===== config.mk =====
export PLATFORM = sky130hd
export DESIGN_NAME = trigger_run_controller
export DESIGN_NICKNAME = d
export VERILOG_FILES = /design/src/rtl/trigger_run_controller.sv
export SDC_FILE = /design/constraint.sdc
export NUM_CORES = 1
export LEC_CHECK = 0
export CAP_MARGIN = 25
export CELL_PAD_IN_SITES_DETAIL_PLACEMENT = 0
export CELL_PAD_IN_SITES_GLOBAL_PLACEMENT = 1
export CORE_ASPECT_RATIO = 1.75
export CORE_MARGIN = 2
export CORE_UTILIZATION = 37
export CTS_CLUSTER_SIZE = 24
export DETAILED_ROUTE_END_ITERATION = 6
export PLACE_DENSITY_LB_ADDON = 0.25
export SYNTH_ARGS = -nofsm -noshare
export SYNTH_HDL_FRONTEND = slang
export SYNTH_SLANG_ARGS = --single-unit

===== constraint.sdc =====
create_clock -name ACLK -period 2.2 [get_ports ACLK]
set_clock_uncertainty 0.1 [all_clocks]
set_input_delay 0.66 -clock ACLK [delete_from_list [all_inputs] [get_ports ACLK]]
set_output_delay 0.66 -clock ACLK [all_outputs]
set_load 0.005 [all_outputs]

===== src/rtl/trigger_run_controller.sv =====
// rtl/trigger_run_controller.sv - run-control sequencer for one data_trigger channel
module trigger_run_controller #(
  parameter int MAX_PRE_ACQUISITION_LENGTH  = 2,
  parameter int MAX_POST_ACQUISITION_LENGTH = 2,
  parameter int SAMPLE_WIDTH                = 16,
  parameter int DRAIN_IDLE_CYCLES           = 8,
  parameter int DRAIN_TIMEOUT               = 1024,
  parameter int SETTLE_CYCLES               = 4
) (
  input  logic                                            ACLK,
  input  logic                                            ARESETN,
  input  logic                                            CMD_START,
  input  logic                                            CMD_STOP,
  input  logic                                            CFG_ACQUIRE_MODE,
  input  logic signed [SAMPLE_WIDTH-1:0]                  CFG_RISING_EDGE_THRESHOLD,
  input  logic signed [SAMPLE_WIDTH-1:0]                  CFG_FALLING_EDGE_THRESHOLD,
  input  logic [$clog2(MAX_PRE_ACQUISITION_LENGTH):0]     CFG_PRE_ACQUISITION_LENGTH,
  input  logic [$clog2(MAX_POST_ACQUISITION_LENGTH):0]    CFG_POST_ACQUISITION_LENGTH,
  input  logic                                            TRIG_TVALID,
  output logic                                            STOP,
  output logic                                            SET_CONFIG,
  output logic                                            ACQUIRE_MODE,
  output logic signed [SAMPLE_WIDTH-1:0]                  RISING_EDGE_THRESHOLD,
  output logic signed [SAMPLE_WIDTH-1:0]                  FALLING_EDGE_THRESHOLD,
  output logic [$clog2(MAX_PRE_ACQUISITION_LENGTH):0]     PRE_ACQUISITION_LENGTH,
  output logic [$clog2(MAX_POST_ACQUISITION_LENGTH):0]    POST_ACQUISITION_LENGTH,
  output logic                                            RUNNING,
  output logic                                            BUSY,
  output logic                                            CFG_ERROR,
  output logic                                            DRAIN_TIMEOUT_FLAG,
  output logic [2:0]                                      STATE
);

  localparam int PRE_W   = $clog2(MAX_PRE_ACQUISITION_LENGTH) + 1;
  localparam int POST_W  = $clog2(MAX_POST_ACQUISITION_LENGTH) + 1;
  localparam int CNT_MAX = (DRAIN_TIMEOUT > SETTLE_CYCLES) ? DRAIN_TIMEOUT : SETTLE_CYCLES;
  localparam int CW      = $clog2(CNT_MAX) + 1;

  localparam logic [CW-1:0] IDLE_LAST    = CW'(DRAIN_IDLE_CYCLES - 1);
  localparam logic [CW-1:0] TIMEOUT_LAST = CW'(DRAIN_TIMEOUT - 1);
  localparam logic [CW-1:0] SETTLE_LAST  = CW'(SETTLE_CYCLES - 1);

  typedef enum logic [2:0] {
    S_IDLE       = 3'd0,
    S_LATCH      = 3'd1,
    S_DRAIN      = 3'd2,
    S_CONFIG     = 3'd3,
    S_SETTLE     = 3'd4,
    S_RUN        = 3'd5,
    S_DRAIN_STOP = 3'd6
  } state_t;

  state_t state, next_state;

  // staged candidate configuration and where the command came from
  logic                           stg_mode;
  logic signed [SAMPLE_WIDTH-1:0] stg_rising;
  logic signed [SAMPLE_WIDTH-1:0] stg_falling;
  logic [PRE_W-1:0]               stg_pre;
  logic [POST_W-1:0]              stg_post;
  logic                           origin_run;

  logic [CW-1:0] dwell_cnt;
  logic [CW-1:0] idle_cnt;

  logic accept;
  logic next_origin;
  logic cfg_valid;
  logic idle_hit;
  logic timeout_hit;
  logic in_drain;
  logic stop_next, set_config_next, running_next, busy_next;

  assign cfg_valid = (int'(stg_pre) >= 1) && (int'(stg_pre) <= MAX_PRE_ACQUISITION_LENGTH) &&
                     (int'(stg_post) >= 1) && (int'(stg_post) <= MAX_POST_ACQUISITION_LENGTH) &&
                     (stg_falling <= stg_rising);

  assign in_drain    = (state == S_DRAIN) || (state == S_DRAIN_STOP);
  assign idle_hit    = !TRIG_TVALID && (idle_cnt == IDLE_LAST);
  assign timeout_hit = (dwell_cnt == TIMEOUT_LAST);
  assign STATE       = state;

  // state register
  always_ff @(posedge ACLK or negedge ARESETN) begin
    if (!ARESETN) state <= S_IDLE;
    else          state <= next_state;
  end

  // next state and the output values that go with it
  always_comb begin
    next_state = state;
    accept     = 1'b0;
    case (state)
      S_IDLE: begin
        if (CMD_START) begin
          next_state = S_LATCH;
          accept     = 1'b1;
        end
      end
      S_RUN: begin
        if (CMD_STOP) begin
          next_state = S_DRAIN_STOP;
        end else if (CMD_START) begin
          next_state = S_LATCH;
          accept     = 1'b1;
        end
      end
      S_LATCH: begin
        if (cfg_valid)       next_state = S_DRAIN;
        else if (origin_run) next_state = S_RUN;
        else                 next_state = S_IDLE;
      end
      S_DRAIN: begin
        if (idle_hit || timeout_hit) next_state = S_CONFIG;
      end
      S_DRAIN_STOP: begin
        if (idle_hit || timeout_hit) next_state = S_IDLE;
      end
      S_CONFIG: next_state = S_SETTLE;
      S_SETTLE: begin
        if (dwell_cnt == SETTLE_LAST) next_state = S_RUN;
      end
      default: next_state = S_IDLE;
    endcase

    next_origin = accept ? (state == S_RUN) : origin_run;
    // a rejected restart from RUN must never disturb the channel, so LATCH
    // keeps STOP low when the command came from RUN
    stop_next       = !((next_state == S_RUN) || ((next_state == S_LATCH) && next_origin));
    set_config_next = (next_state == S_CONFIG);
    running_next    = (next_state == S_RUN);
    busy_next       = !((next_state == S_IDLE) || (next_state == S_RUN));
  end

  // registered Moore outputs
  always_ff @(posedge ACLK or negedge ARESETN) begin
    if (!ARESETN) begin
      STOP       <= 1'b1;
      SET_CONFIG <= 1'b0;
      RUNNING    <= 1'b0;
      BUSY       <= 1'b0;
    end else begin
      STOP       <= stop_next;
      SET_CONFIG <= set_config_next;
      RUNNING    <= running_next;
      BUSY       <= busy_next;
    end
  end

  // capture candidate config on an accepted start
  always_ff @(posedge ACLK or negedge ARESETN) begin
    if (!ARESETN) begin
      stg_mode    <= 1'b0;
      stg_rising  <= '0;
      stg_falling <= '0;
      stg_pre     <= '0;
      stg_post    <= '0;
      origin_run  <= 1'b0;
    end else if (accept) begin
      stg_mode    <= CFG_ACQUIRE_MODE;
      stg_rising  <= CFG_RISING_EDGE_THRESHOLD;
      stg_falling <= CFG_FALLING_EDGE_THRESHOLD;
      stg_pre     <= CFG_PRE_ACQUISITION_LENGTH;
      stg_post    <= CFG_POST_ACQUISITION_LENGTH;
      origin_run  <= (state == S_RUN);
    end
  end

  // applied config loads on the edge into CONFIG so it is stable under SET_CONFIG
  always_ff @(posedge ACLK or negedge ARESETN) begin
    if (!ARESETN) begin
      ACQUIRE_MODE            <= 1'b0;
      RISING_EDGE_THRESHOLD   <= SAMPLE_WIDTH'(1024);
      FALLING_EDGE_THRESHOLD  <= SAMPLE_WIDTH'(1024);
      PRE_ACQUISITION_LENGTH  <= PRE_W'(1);
      POST_ACQUISITION_LENGTH <= POST_W'(1);
    end else if ((state == S_DRAIN) && (next_state == S_CONFIG)) begin
      ACQUIRE_MODE            <= stg_mode;
      RISING_EDGE_THRESHOLD   <= stg_rising;
      FALLING_EDGE_THRESHOLD  <= stg_falling;
      PRE_ACQUISITION_LENGTH  <= stg_pre;
      POST_ACQUISITION_LENGTH <= stg_post;
    end
  end

  // dwell counter (drain timeout / settle length), cleared on every state entry
  always_ff @(posedge ACLK or negedge ARESETN) begin
    if (!ARESETN)                                 dwell_cnt <= '0;
    else if (next_state != state)                 dwell_cnt <= '0;
    else if (in_drain || (state == S_SETTLE))     dwell_cnt <= dwell_cnt + 1'b1;
  end

  // consecutive TVALID-low counter used to detect a drained output
  always_ff @(posedge ACLK or negedge ARESETN) begin
    if (!ARESETN)                 idle_cnt <= '0;
    else if (next_state != state) idle_cnt <= '0;
    else if (TRIG_TVALID)         idle_cnt <= '0;
    else if (in_drain)            idle_cnt <= idle_cnt + 1'b1;
  end

  // sticky status flags; a clean drain on the timeout cycle is not a timeout
  always_ff @(posedge ACLK or negedge ARESETN) begin
    if (!ARESETN) begin
      CFG_ERROR          <= 1'b0;
      DRAIN_TIMEOUT_FLAG <= 1'b0;
    end else begin
      if (state == S_LATCH) CFG_ERROR <= !cfg_valid;
      if (in_drain && timeout_hit && !idle_hit) DRAIN_TIMEOUT_FLAG <= 1'b1;
    end
  end

endmodule


Word-level counts from Yosys, hierarchy flattened
Index checks and enable logic that the tools add are counted.
{ "word_totals": {"register_bits": 106, "output_inout_bits": 46} }
{ "op_classes": {"add_sub_neg": 2, "n_lt_le_gt_ge": 5, "eq_ne": 13, "muxes": 17, "reduce_logical": 23} }
{ "ops": {"columns": ["operator", "n"], "rows": [
  ["$mux W11", 5],
  ["$add A11 B1 Y11 const B", 2],
  ["$mux W3", 7],
  ["$pmux W3 S7", 1],
  ["$le A16 B16 Y1", 1],
  ["$eq A3 B3 Y1 const B", 4],
  ["$eq A11 B10 Y1 const B", 1],
  ["$eq A11 B2 Y1 const B", 1],
  ["$eq A11 B3 Y1 const B", 1],
  ["$eq A3 B2 Y1 const B", 3],
  ["$logic_and A1 B1 Y1", 9],
  ["$eq A3 B1 Y1 const B", 2],
  ["$logic_not A3 Y1", 2],
  ["$logic_not A1 Y1", 5],
  ["$logic_or A1 B1 Y1", 5],
  ["$ge A2 B1 Y1 const B", 2],
  ["$le A2 B2 Y1 const B", 2],
  ["$mux W1", 3],
  ["$ne A3 B3 Y1", 1],
  ["$reduce_bool A3 Y1", 1],
  ["$pmux W1 S2", 1],
  ["$reduce_bool A2 Y1", 1]
]} }

Depth between registers and ports, before layout
Gate-level depths: netlist (run 1).
{ "logic_depth": {"depth_word": 11, "depth_mapped": 8, "depth_no_buf": 8} }

Worst setup path after synthesis (run 1)
No wires, ideal clock.
{ "synth_path": {"path_type": "input to register", "from": "input port TRIG_TVALID", "to": "register ACQUIRE_MODE", "setup_time_ns": 0.125, "arrival_ns": 1.958, "required_time_ns": 1.975, "setup_slack_ns": 0.018, "stages": 6, "n_path_buf": 2, "cell_sequence": "nor4_1 > nand3_1 > a211oi_2 > buf_6 > buf_6 > mux2_2"} }
{ "synth_via": {"elab_chain_cells": 7, "elab_cells_between_ends": 8, "classes_between": "eq/ne (1); mux (3); reduce/logical (4)"} }
{ "synth_lines": {"columns": ["element", "line", "rtl"], "rows": [
  ["start: declaration", "19", "input logic TRIG_TVALID,"],
  ["$logic_not A1 Y1 (*)", "79", "assign idle_hit = !TRIG_TVALID && (idle_cnt == IDLE_LAST);"],
  ["$logic_and A1 B1 Y1 (*)", "79", null],
  ["$logic_or A1 B1 Y1 (*)", "114, 117", null],
  ["$mux W3, on equally long branches", "117, 114", null],
  ["$pmux W3 S7 (*)", "93", "case (state)"],
  ["$eq A3 B2 Y1 (*)", "177", "end else if ((state == S_DRAIN) && (next_state == S_CONFIG)) begin"],
  ["$logic_and A1 B1 Y1 (*)", "177", null],
  ["end signal: assignment", "178", "ACQUIRE_MODE <= stg_mode;"],
  ["end: declaration", "22", "output logic ACQUIRE_MODE,"]
]} }
Every way passes the cells marked *; elsewhere a longest branch is shown, timed or not.
A chain may end at the register's enable or synchronous reset.

Worst setup path in the final report (run 1)
{ "layout_path": {"from": "register stg_falling[8]", "to": "register STOP"} }
{ "layout_via": {"elab_chain_cells": 8, "elab_cells_between_ends": 9, "classes_between": "order compare (1); eq/ne (2); mux (2); reduce/logical (4)"} }
{ "layout_lines": {"columns": ["element", "line", "rtl"], "rows": [
  ["start: declaration", "58", "logic signed [SAMPLE_WIDTH-1:0] stg_falling;"],
  ["start signal: assignment", "155", "stg_falling <= '0;"],
  ["start signal: assignment", "162", "stg_falling <= CFG_FALLING_EDGE_THRESHOLD;"],
  ["$le A16 B16 Y1 (*)", "76", "(stg_falling <= stg_rising);"],
  ["$logic_and A1 B1 Y1 (*)", "75", "(int'(stg_post) >= 1) && (int'(stg_post) <= MAX_POST_ACQUISITION_LENGTH) &&"],
  ["$mux W3 (*)", "109", "if (cfg_valid) next_state = S_DRAIN;"],
  ["$pmux W3 S7 (*)", "93", null],
  ["net next_state[1]", "53", "state_t state, next_state;"],
  ["$eq A3 B1 Y1", "129", "stop_next = !((next_state == S_RUN) || ((next_state == S_LATCH) && next_origin));"],
  ["$logic_and A1 B1 Y1", "129", null],
  ["$logic_or A1 B1 Y1 (*)", "129", null],
  ["$logic_not A1 Y1 (*)", "129", null],
  ["net stop_next", "72", "logic stop_next, set_config_next, running_next, busy_next;"],
  ["end signal: assignment", "143", "STOP <= stop_next;"],
  ["end: declaration", "20", "output logic STOP,"]
]} }
Mark *: on every way through the listed nets, which the timed path passes. The rest lies on a longest branch.

==> impl_metrics.ini, run 1 <==
[grt]
grt_overflow_total = 0
grt_antenna_before_repair = 0
grt_pass1_vias = 3910
grt_usage = 0.181
grt_max_degree = 42
grt_pass1_wl_um = 19600

[sta]
hold_violations = 0
rsz0062_at_grt = yes
fin_ws_ps = -39.8
fin_crit_ps = 2240
setup-violations-final = 3
fin_setup_tns_ps = -77.4
fin_crit_sh = 1.02
slew_headroom = 0.718
tightestPinTransition_ps = 422
fmax_ghz = 0.446
final-max-slew-violation-count = 0

[die]
core_sq_mm = 0.0128
start_util = 0.375
rows = 55
die_height_um = 155
dieArea_sq_mm = 0.0139
num_io_pins = 88
die_w_um = 90.1

[synth]
async_flop_share = 1.00
syn_area_per_cell_sq_um = 11.8
synthCells = 405
yosys_warnings = 0
ys.flop_type = dfrtp_1
synth.distinct_cells = 48
syn_nets = 465
synth-edff-count = 0
synth-seq-area-share = 0.555
synth_area_sq_mm = 0.00479
ys_seq_elements = 106

[clocking]
clk_pin_slew_worst_paths_ps = 70
htreeDepth = 3
clock-sinks = 106
cts_buffers = 9
cts_buffer_depth = 2
cts_tree = done
clock_latency_ps = 350
hold_buffers = 0
cts-root-buf = clkbuf_16

[outcome]
status = complete, but fails checks
violations = setup timing

[detailed_routing]
first_pass_iters = 5
vias = 3648
wl_um = 12700
drtIter0Drc = 164
drcViolationCount = 0
ant_nets = 0
avgViaCountPerCell = 4.89
wl_per_cell_um = 17.1

[power]
powerDensity_mw_per_mm2 = 1080
leakagePower_uw = 0.00318
ir_drop_mv = 0.610

[worst_hold_path]
hp-class = primary input to async pin

[final_layout]
antenna_cells = 0
layout.nets = 630
instances_no_fill = 746
syn_to_final_growth_pct = 50.0
utilization = 0.562
drive_gt1_frac = 0.344
mostFrequentLayoutCells = dfrtp_1, clkdlybuf4s50_1, buf_4
final_common_cell = dfrtp_1

[worst_setup_path]
r2r-end = STOP$_DFF_PN1_
crit_path_end_kind = flop
crit_required_ps = 2360
reg2reg_from = stg_falling[8]$_DFFE_PN0P_
reg2reg_depth = 7
r2r_slack_ps = -40
critPathKind = flop to flop
cp_max_fo = 3
startpoint_type = flop
arrival_ps = 2400

[placement]
gp_congestion = 0.816
placed_cells = 708
io_buffers = 87
hpwl_um = 8400

[job]
cap_violations = 0
timing repair:
action / 4_1_cts / 5_1_grt
buffers inserted: 12 / 5
pin swaps: 10 / 11
gates resized for setup: 25 / 32
endpoints found under the setup margin: 56 / 49
gates cloned: 4 / 3
power breakdown:
group / internal (uW) / leakage, uW / switching [uW]
clock network: 823 / 0.000144 / 755
registers: 2420 / 0.00136 / 375
logic: 1850 / 0.00168 / 1570
per-layer routing:
| layer | global-route usage | wire length (um) |
|---|---|---|
| met5 | 0 | 0 |
| met2 | 0.346 | 7280 |
| met3 | 0.0351 | 448 |
| met4 | 0.0667 | 305 |
| met1 | 0.196 | 4690 |
through the flow:
step	area [sq um]	hold slack [ps]	total power, uW	worst slack, ps
after CTS	6930	114	7430	-70.3
after global routing	7190	127	8330	-128
final	7190	118	7790	-39.8
after floorplan	4790	264	4300	17.8
after detailed placement	6320	361	5650	-490
after global placement	6320	362	5560	-501
critical path, cell delays in order (launching register included):
cell	delay, ps
dfrtp_1	420
ha_1	290
nand2_1	60
or4_4	580
a21o_1	200
a31oi_4	150
o21ai_2	90
a211o_1	240
sequential cells by signal (all words and copies together), names as in the netlist, 2 cells and up:
register	count
FALLING_EDGE_THRESHOLD	16
POST_ACQUISITION_LENGTH	2
PRE_ACQUISITION_LENGTH	2
RISING_EDGE_THRESHOLD	16
STATE	3
dwell_cnt	11
idle_cnt	11
stg_falling	16
stg_post	2
stg_pre	2
stg_rising	16
area by class of cell:
class / instances / area, sq um
Clock buffer: 10 / 239
Multi-Input combinational cell: 264 / 2240
Clock inverter: 6 / 57.6
Sequential cell: 106 / 2660
Timing Repair Buffer: 169 / 1710
Fill cell: 1108 / 5610
Inverter: 20 / 75.1
Tap cell: 171 / 214
cells in the mapped netlist (5+ instances only):
library cell / count / area [sq um]
buf_2: 5 / 25.0
clkbuf_1: 6 / 22.5
nand3_1: 6 / 30.0
xor2_1: 14 / 123
xnor2_1: 9 / 78.8
ha_1: 18 / 225
dfrtp_1: 101 / 2530
inv_1: 20 / 75.1
and3_1: 5 / 31.3
nor3_1: 5 / 25.0
nor2_1: 32 / 120
nand4_1: 7 / 43.8
nand2b_1: 5 / 31.3
o21ai_0: 21 / 105
nand2_1: 41 / 154
dfstp_2: 5 / 131
a21oi_1: 8 / 40.0
mux2_2: 58 / 653
how the worst max path moves through the flow:
| stage | from | end | slack, ps | cells past startpoint |
|---|---|---|---|---|
| floorplan | TRIG_TVALID | ACQUIRE_MODE$_DFFE_PN0P_ | 20 | 6 |
| global placement | TRIG_TVALID | FALLING_EDGE_THRESHOLD[4]$_DFFE_PN0P_ | -500 | 6 |
| detailed placement | TRIG_TVALID | FALLING_EDGE_THRESHOLD[9]$_DFFE_PN0P_ | -490 | 6 |
| CTS | stg_falling[12]$_DFFE_PN0P_ | STOP$_DFF_PN1_ | -70 | 7 |
| global route | stg_rising[13]$_DFFE_PN0P_ | RUNNING$_DFF_PN0_ | -130 | 9 |
| finish | stg_falling[8]$_DFFE_PN0P_ | STOP$_DFF_PN1_ | -40 | 7 |
cells by family (layout without fill, tap and decap cells):
family	after synthesis	in the layout	share of synthesized area
simple gates	115	115	0.115
flops	106	106	0.555
mux	59	59	0.138
compound gates	49	49	0.0689
buf+inv	35	205	0.0342
xor+xnor	23	23	0.0420
fa+ha+maj	18	18	0.0470
Power figures use the tool's default switching activity.
==> run 2, diff against run 1 <==
--- a/config.mk
+++ b/config.mk
@@ -13,7 +13,8 @@
 export CORE_UTILIZATION = 37
 export CTS_CLUSTER_SIZE = 24
 export DETAILED_ROUTE_END_ITERATION = 6
-export PLACE_DENSITY_LB_ADDON = 0.25
+export PLACE_DENSITY = 0.78
+export SKIP_CTS_REPAIR_TIMING = 1
 export SYNTH_ARGS = -nofsm -noshare
 export SYNTH_HDL_FRONTEND = slang
 export SYNTH_SLANG_ARGS = --single-unit
==> run 2 against run 1 <==
- the run still ends with setup timing left
- largest power group unchanged
- wire length decreased by 8.4%
- critical endpoint unchanged
- sequential cell count did not move
- global-route usage down 1.6 points
==> impl_metrics.ini, run 2 (synthesis results as in run 1) <==
[final_layout]
antenna_cells = 0
syn_to_final_growth_pct = 44.5
mostFrequentLayoutCells = dfrtp_1, clkdlybuf4s50_1, mux2_2
final_common_cell = dfrtp_1
layout.nets = 608
utilization = 0.541
drive_gt1_frac = 0.309
fin_area_sq_mm = 0.00693

[worst_hold_path]
hp-class = primary input to async pin

[power]
leakagePower_uw = 0.00306
ir_drop_mv = 0.619
p_total_uw = 7540
powerDensity_mw_per_mm2 = 1090

[outcome]
status = complete, but fails checks
violations = setup timing

[clocking]
cts_buffer_depth = 2
cts_tree = done
clock_latency_ps = 340
clk_pin_slew_worst_paths_ps = 70
cts_buffers = 9
htreeDepth = 3
cts-root-buf = clkbuf_16
clock-sinks = 106

[sta]
tightestPinTransition_ps = 541
slew_headroom = 0.639
fin_crit_sh = 1.04
setup-violations-final = 5
fin_ws_ps = -90.4
fin_crit_ps = 2290
fmax_ghz = 0.437
hold_violations = 0
final-max-slew-violation-count = 0
rsz0062_at_grt = yes

[detailed_routing]
first_pass_iters = 4
drtIter0Drc = 109
ant_nets = 0
drcViolationCount = 0
wl_um = 11700
wl_per_cell_um = 16.1
vias = 3505
avgViaCountPerCell = 4.84

[grt]
grt_antenna_before_repair = 0
grt_max_degree = 39
grt_pass1_vias = 3706
grt_usage = 0.166
grt_overflow_total = 0
grt_pass1_wl_um = 18300

[die]
start_util = 0.375
rows = 55
die_w_um = 90.1
num_io_pins = 88
core_sq_mm = 0.0128
die_height_um = 155
dieArea_sq_mm = 0.0139

[worst_setup_path]
crit_path_end_kind = flop
reg2reg_from = stg_rising[6]$_DFFE_PN0P_
arrival_ps = 2460
critPathLaunch = stg_rising[6]$_DFFE_PN0P_
startpoint_type = flop
cp_max_fo = 3
reg2reg_depth = 8
r2r-end = STOP$_DFF_PN1_
cp-endpoint = STOP$_DFF_PN1_
r2r_slack_ps = -90
critPathKind = flop to flop
crit_required_ps = 2370

[placement]
io_buffers = 87
place_ws_ps = -509
placed_cell_area_sq_mm = 0.00624
gp_congestion = 0.776
hpwl_um = 8310

[job]
cap_violations = 0
[run 2: cell count changes in the layout (fill, tap and decap cells not counted), sizes merged, moves of 2 or more]
cell / delta
inv: -3
clkinv: +3
clkbuf: +2
buf: -24
[run 2: area by class of cell]
cell class | instances | area, sq um
multi-input cells | 264 | 2150
clock inverters | 6 | 77.6
flip-flops and latches | 106 | 2660
fillers | 1146 | 5870
clock buffers | 10 | 239
inverters | 20 | 75.1
repair buffers | 147 | 1520
well taps | 171 | 214
[run 2: layer usage]
layer | vias up | GRT usage | part of all wire
li1 | 1682 | - | -
met1 | 1739 | 0.178 | 0.38
met2 | 74 | 0.317 | 0.57
met3 | 10 | 0.0404 | 0.042
met4 | 0 | 0.0491 | 0.011
met5 | - | 0 | 0
[run 2: how the worst min path moves through the flow]
| stage | from | to | slack [ps] |
|---|---|---|---|
| 6_report | ARESETN | dwell_cnt[7]$_DFFE_PN0P_ | 190 |
| 5_1_grt | ARESETN | dwell_cnt[7]$_DFFE_PN0P_ | 230 |
| 4_1_cts | ARESETN | dwell_cnt[8]$_DFFE_PN0P_ | 200 |
| 3_5_place_dp | DRAIN_TIMEOUT_FLAG$_DFFE_PN0P_ | DRAIN_TIMEOUT_FLAG$_DFFE_PN0P_ | 360 |
| 3_3_place_gp | DRAIN_TIMEOUT_FLAG$_DFFE_PN0P_ | DRAIN_TIMEOUT_FLAG$_DFFE_PN0P_ | 360 |
| 2_1_floorplan | ARESETN | ACQUIRE_MODE$_DFFE_PN0P_ | 260 |
[run 2: stage by stage]
stage	hold WS, ps	instances	setup TNS [ps]
finish	192	724	-269
global route	228	724	-1720
CTS	202	710	-7350
detailed placement	365	694	-38350
global placement	359	694	-38750
floorplan	264	405	0
[run 2: power breakdown]
| part | internal (uW) | switching, uW |
|---|---|---|
| logic | 1670 | 1430 |
| clock network | 927 | 728 |
| registers | 2410 | 371 |
| total | 5010 | 2530 |
[run 2: critical path, stage by stage (launching register included)]
cell     delay (ps)
dfrtp_1         350
inv_1           100
ha_4            280
nand4_1          80
or4_4           560
a21o_1          200
a31oi_4         230
o21ai_2          90
a211o_1         230
==> run 3, diff against run 2 <==
--- a/config.mk
+++ b/config.mk
@@ -9,11 +9,12 @@
 export CELL_PAD_IN_SITES_DETAIL_PLACEMENT = 0
 export CELL_PAD_IN_SITES_GLOBAL_PLACEMENT = 1
 export CORE_ASPECT_RATIO = 1.75
-export CORE_MARGIN = 2
 export CORE_UTILIZATION = 37
+export CTS_CLUSTER_DIAMETER = 60
 export CTS_CLUSTER_SIZE = 24
 export DETAILED_ROUTE_END_ITERATION = 6
 export PLACE_DENSITY = 0.78
+export SETUP_SLACK_MARGIN = 0.2
 export SKIP_CTS_REPAIR_TIMING = 1
 export SYNTH_ARGS = -nofsm -noshare
 export SYNTH_HDL_FRONTEND = slang
==> run 3 against run 2 <==
- the run still ends with setup timing left
- power increased by 8.9%
- die area decreased by 3.5%
- combinational power increased by 26%
- global-route usage increased by 1.3 points
- maximum frequency increased by 0.13%
- clock power decreased by 8%
- final cell count increased by 4.8%
- wire length increased by 14%
- design area increased by 12%
- count of clock-buffer cells in the layout increased by 2
- critical endpoint unchanged
- largest cell class unchanged
- highest routed layer unchanged
==> impl_metrics.ini, run 3 (synthesis results as in run 1) <==
[worst_setup_path]
reg2reg_depth = 8
r2r-end = STOP$_DFF_PN1_
crit_required_ps = 2370
arrival_ps = 2460
critPathLaunch = stg_rising[13]$_DFFE_PN0P_
startpoint_type = flop
crit_path_end_kind = flop
cp-endpoint = STOP$_DFF_PN1_
r2r_slack_ps = -90
cp_max_fo = 3
critPathKind = flop to flop
reg2reg_from = stg_rising[13]$_DFFE_PN0P_

[power]
powerDensity_mw_per_mm2 = 1060
p_total_uw = 8210
leakagePower_uw = 0.00390
ir_drop_mv = 0.522

[sta]
fin_ws_ps = -87.4
fmax_ghz = 0.437
setup-violations-final = 6
rsz0062_at_grt = yes
tightestPinTransition_ps = 390
slew_headroom = 0.738
fin_crit_ps = 2290
final-max-slew-violation-count = 0
fin_crit_sh = 1.04
hold_violations = 0

[detailed_routing]
wl_per_cell_um = 17.5
vias = 3731
drcViolationCount = 0
ant_nets = 0
wl_um = 13300
drtIter0Drc = 141
avgViaCountPerCell = 4.92
first_pass_iters = 4

[job]
cap_violations = 0

[grt]
grt_antenna_before_repair = 0
grt_overflow_total = 0
grt_pass1_wl_um = 18400
grt_pass1_vias = 3755
grt_max_degree = 37
grt_usage = 0.179

[placement]
hpwl_um = 8450
io_buffers = 87
placed_cell_area_sq_mm = 0.00646
place_ws_ps = -437
gp_congestion = 0.787

[die]
dieArea_sq_mm = 0.0134
die_w_um = 88.1
core_sq_mm = 0.0126
num_io_pins = 88
die_height_um = 153
rows = 54
start_util = 0.382

[clocking]
clk_pin_slew_worst_paths_ps = 70
cts_tree = done
clock-sinks = 106
clock_latency_ps = 350
cts-root-buf = clkbuf_16
cts_buffer_depth = 2
cts_buffers = 9
htreeDepth = 3

[outcome]
violations = setup timing
status = complete, but fails checks

[final_layout]
syn_to_final_growth_pct = 61.4
fin_area_sq_mm = 0.00774
antenna_cells = 0
layout.nets = 646
final_common_cell = dfrtp_1
mostFrequentLayoutCells = dfrtp_1, buf_4, clkdlybuf4s50_1
utilization = 0.616
drive_gt1_frac = 0.406

[worst_hold_path]
hp-class = primary input to async pin
-- run 3: worst min path at each step --
stage / from / endpoint / slack, ps / depth (start not counted)
2_1_floorplan: ARESETN / ACQUIRE_MODE$_DFFE_PN0P_ / 260 / 0
3_3_place_gp: DRAIN_TIMEOUT_FLAG$_DFFE_PN0P_ / DRAIN_TIMEOUT_FLAG$_DFFE_PN0P_ / 370 / 1
3_5_place_dp: DRAIN_TIMEOUT_FLAG$_DFFE_PN0P_ / DRAIN_TIMEOUT_FLAG$_DFFE_PN0P_ / 380 / 1
4_1_cts: ARESETN / dwell_cnt[0]$_DFFE_PN0P_ / 110 / 1
5_1_grt: ARESETN / dwell_cnt[1]$_DFFE_PN0P_ / 130 / 1
6_report: ARESETN / dwell_cnt[1]$_DFFE_PN0P_ / 110 / 1
-- run 3: stage by stage --
stage	hold slack, ps	TNS (ps)	std cells
CTS	113	-3340	721
finish	110	-115	759
global route	130	-2650	759
floorplan	264	0	405
detailed placement	377	-30470	705
global placement	368	-28790	705
-- run 3: final cells by class --
cell class,instances,area (sq um)
Clock buffer,12,256
Sequential cell,106,2660
Multi-Input combinational cell,264,2500
Inverter,20,75.1
Tap cell,168,210
Fill cell,1026,4830
Clock inverter,4,26.3
Timing Repair Buffer,185,2010
-- run 3: per-layer routing --
layer  up-vias  GRT usage  routed length (um)
met5         -          0                   0
met4         0     0.0614                 291
met3        19     0.0330                 464
met2        81      0.326                7710
met1      1875      0.203                4780
li1       1756          -                   -
-- run 3: worst max-delay path, cell delays in order (launching register included) --
cell,delay [ps]
dfrtp_1,370
inv_2,60
ha_4,280
nand4_4,90
or4_4,580
a21o_1,210
a31oi_4,180
o21ai_2,90
a211o_1,240
-- run 3: report_power, final --
part | switching, uW | total, uW | internal (uW)
Sequential | 368 | 2790 | 2420
Combinational | 1790 | 3900 | 2100
Clock | 699 | 1530 | 829
Total | 2860 | 8210 | 5350
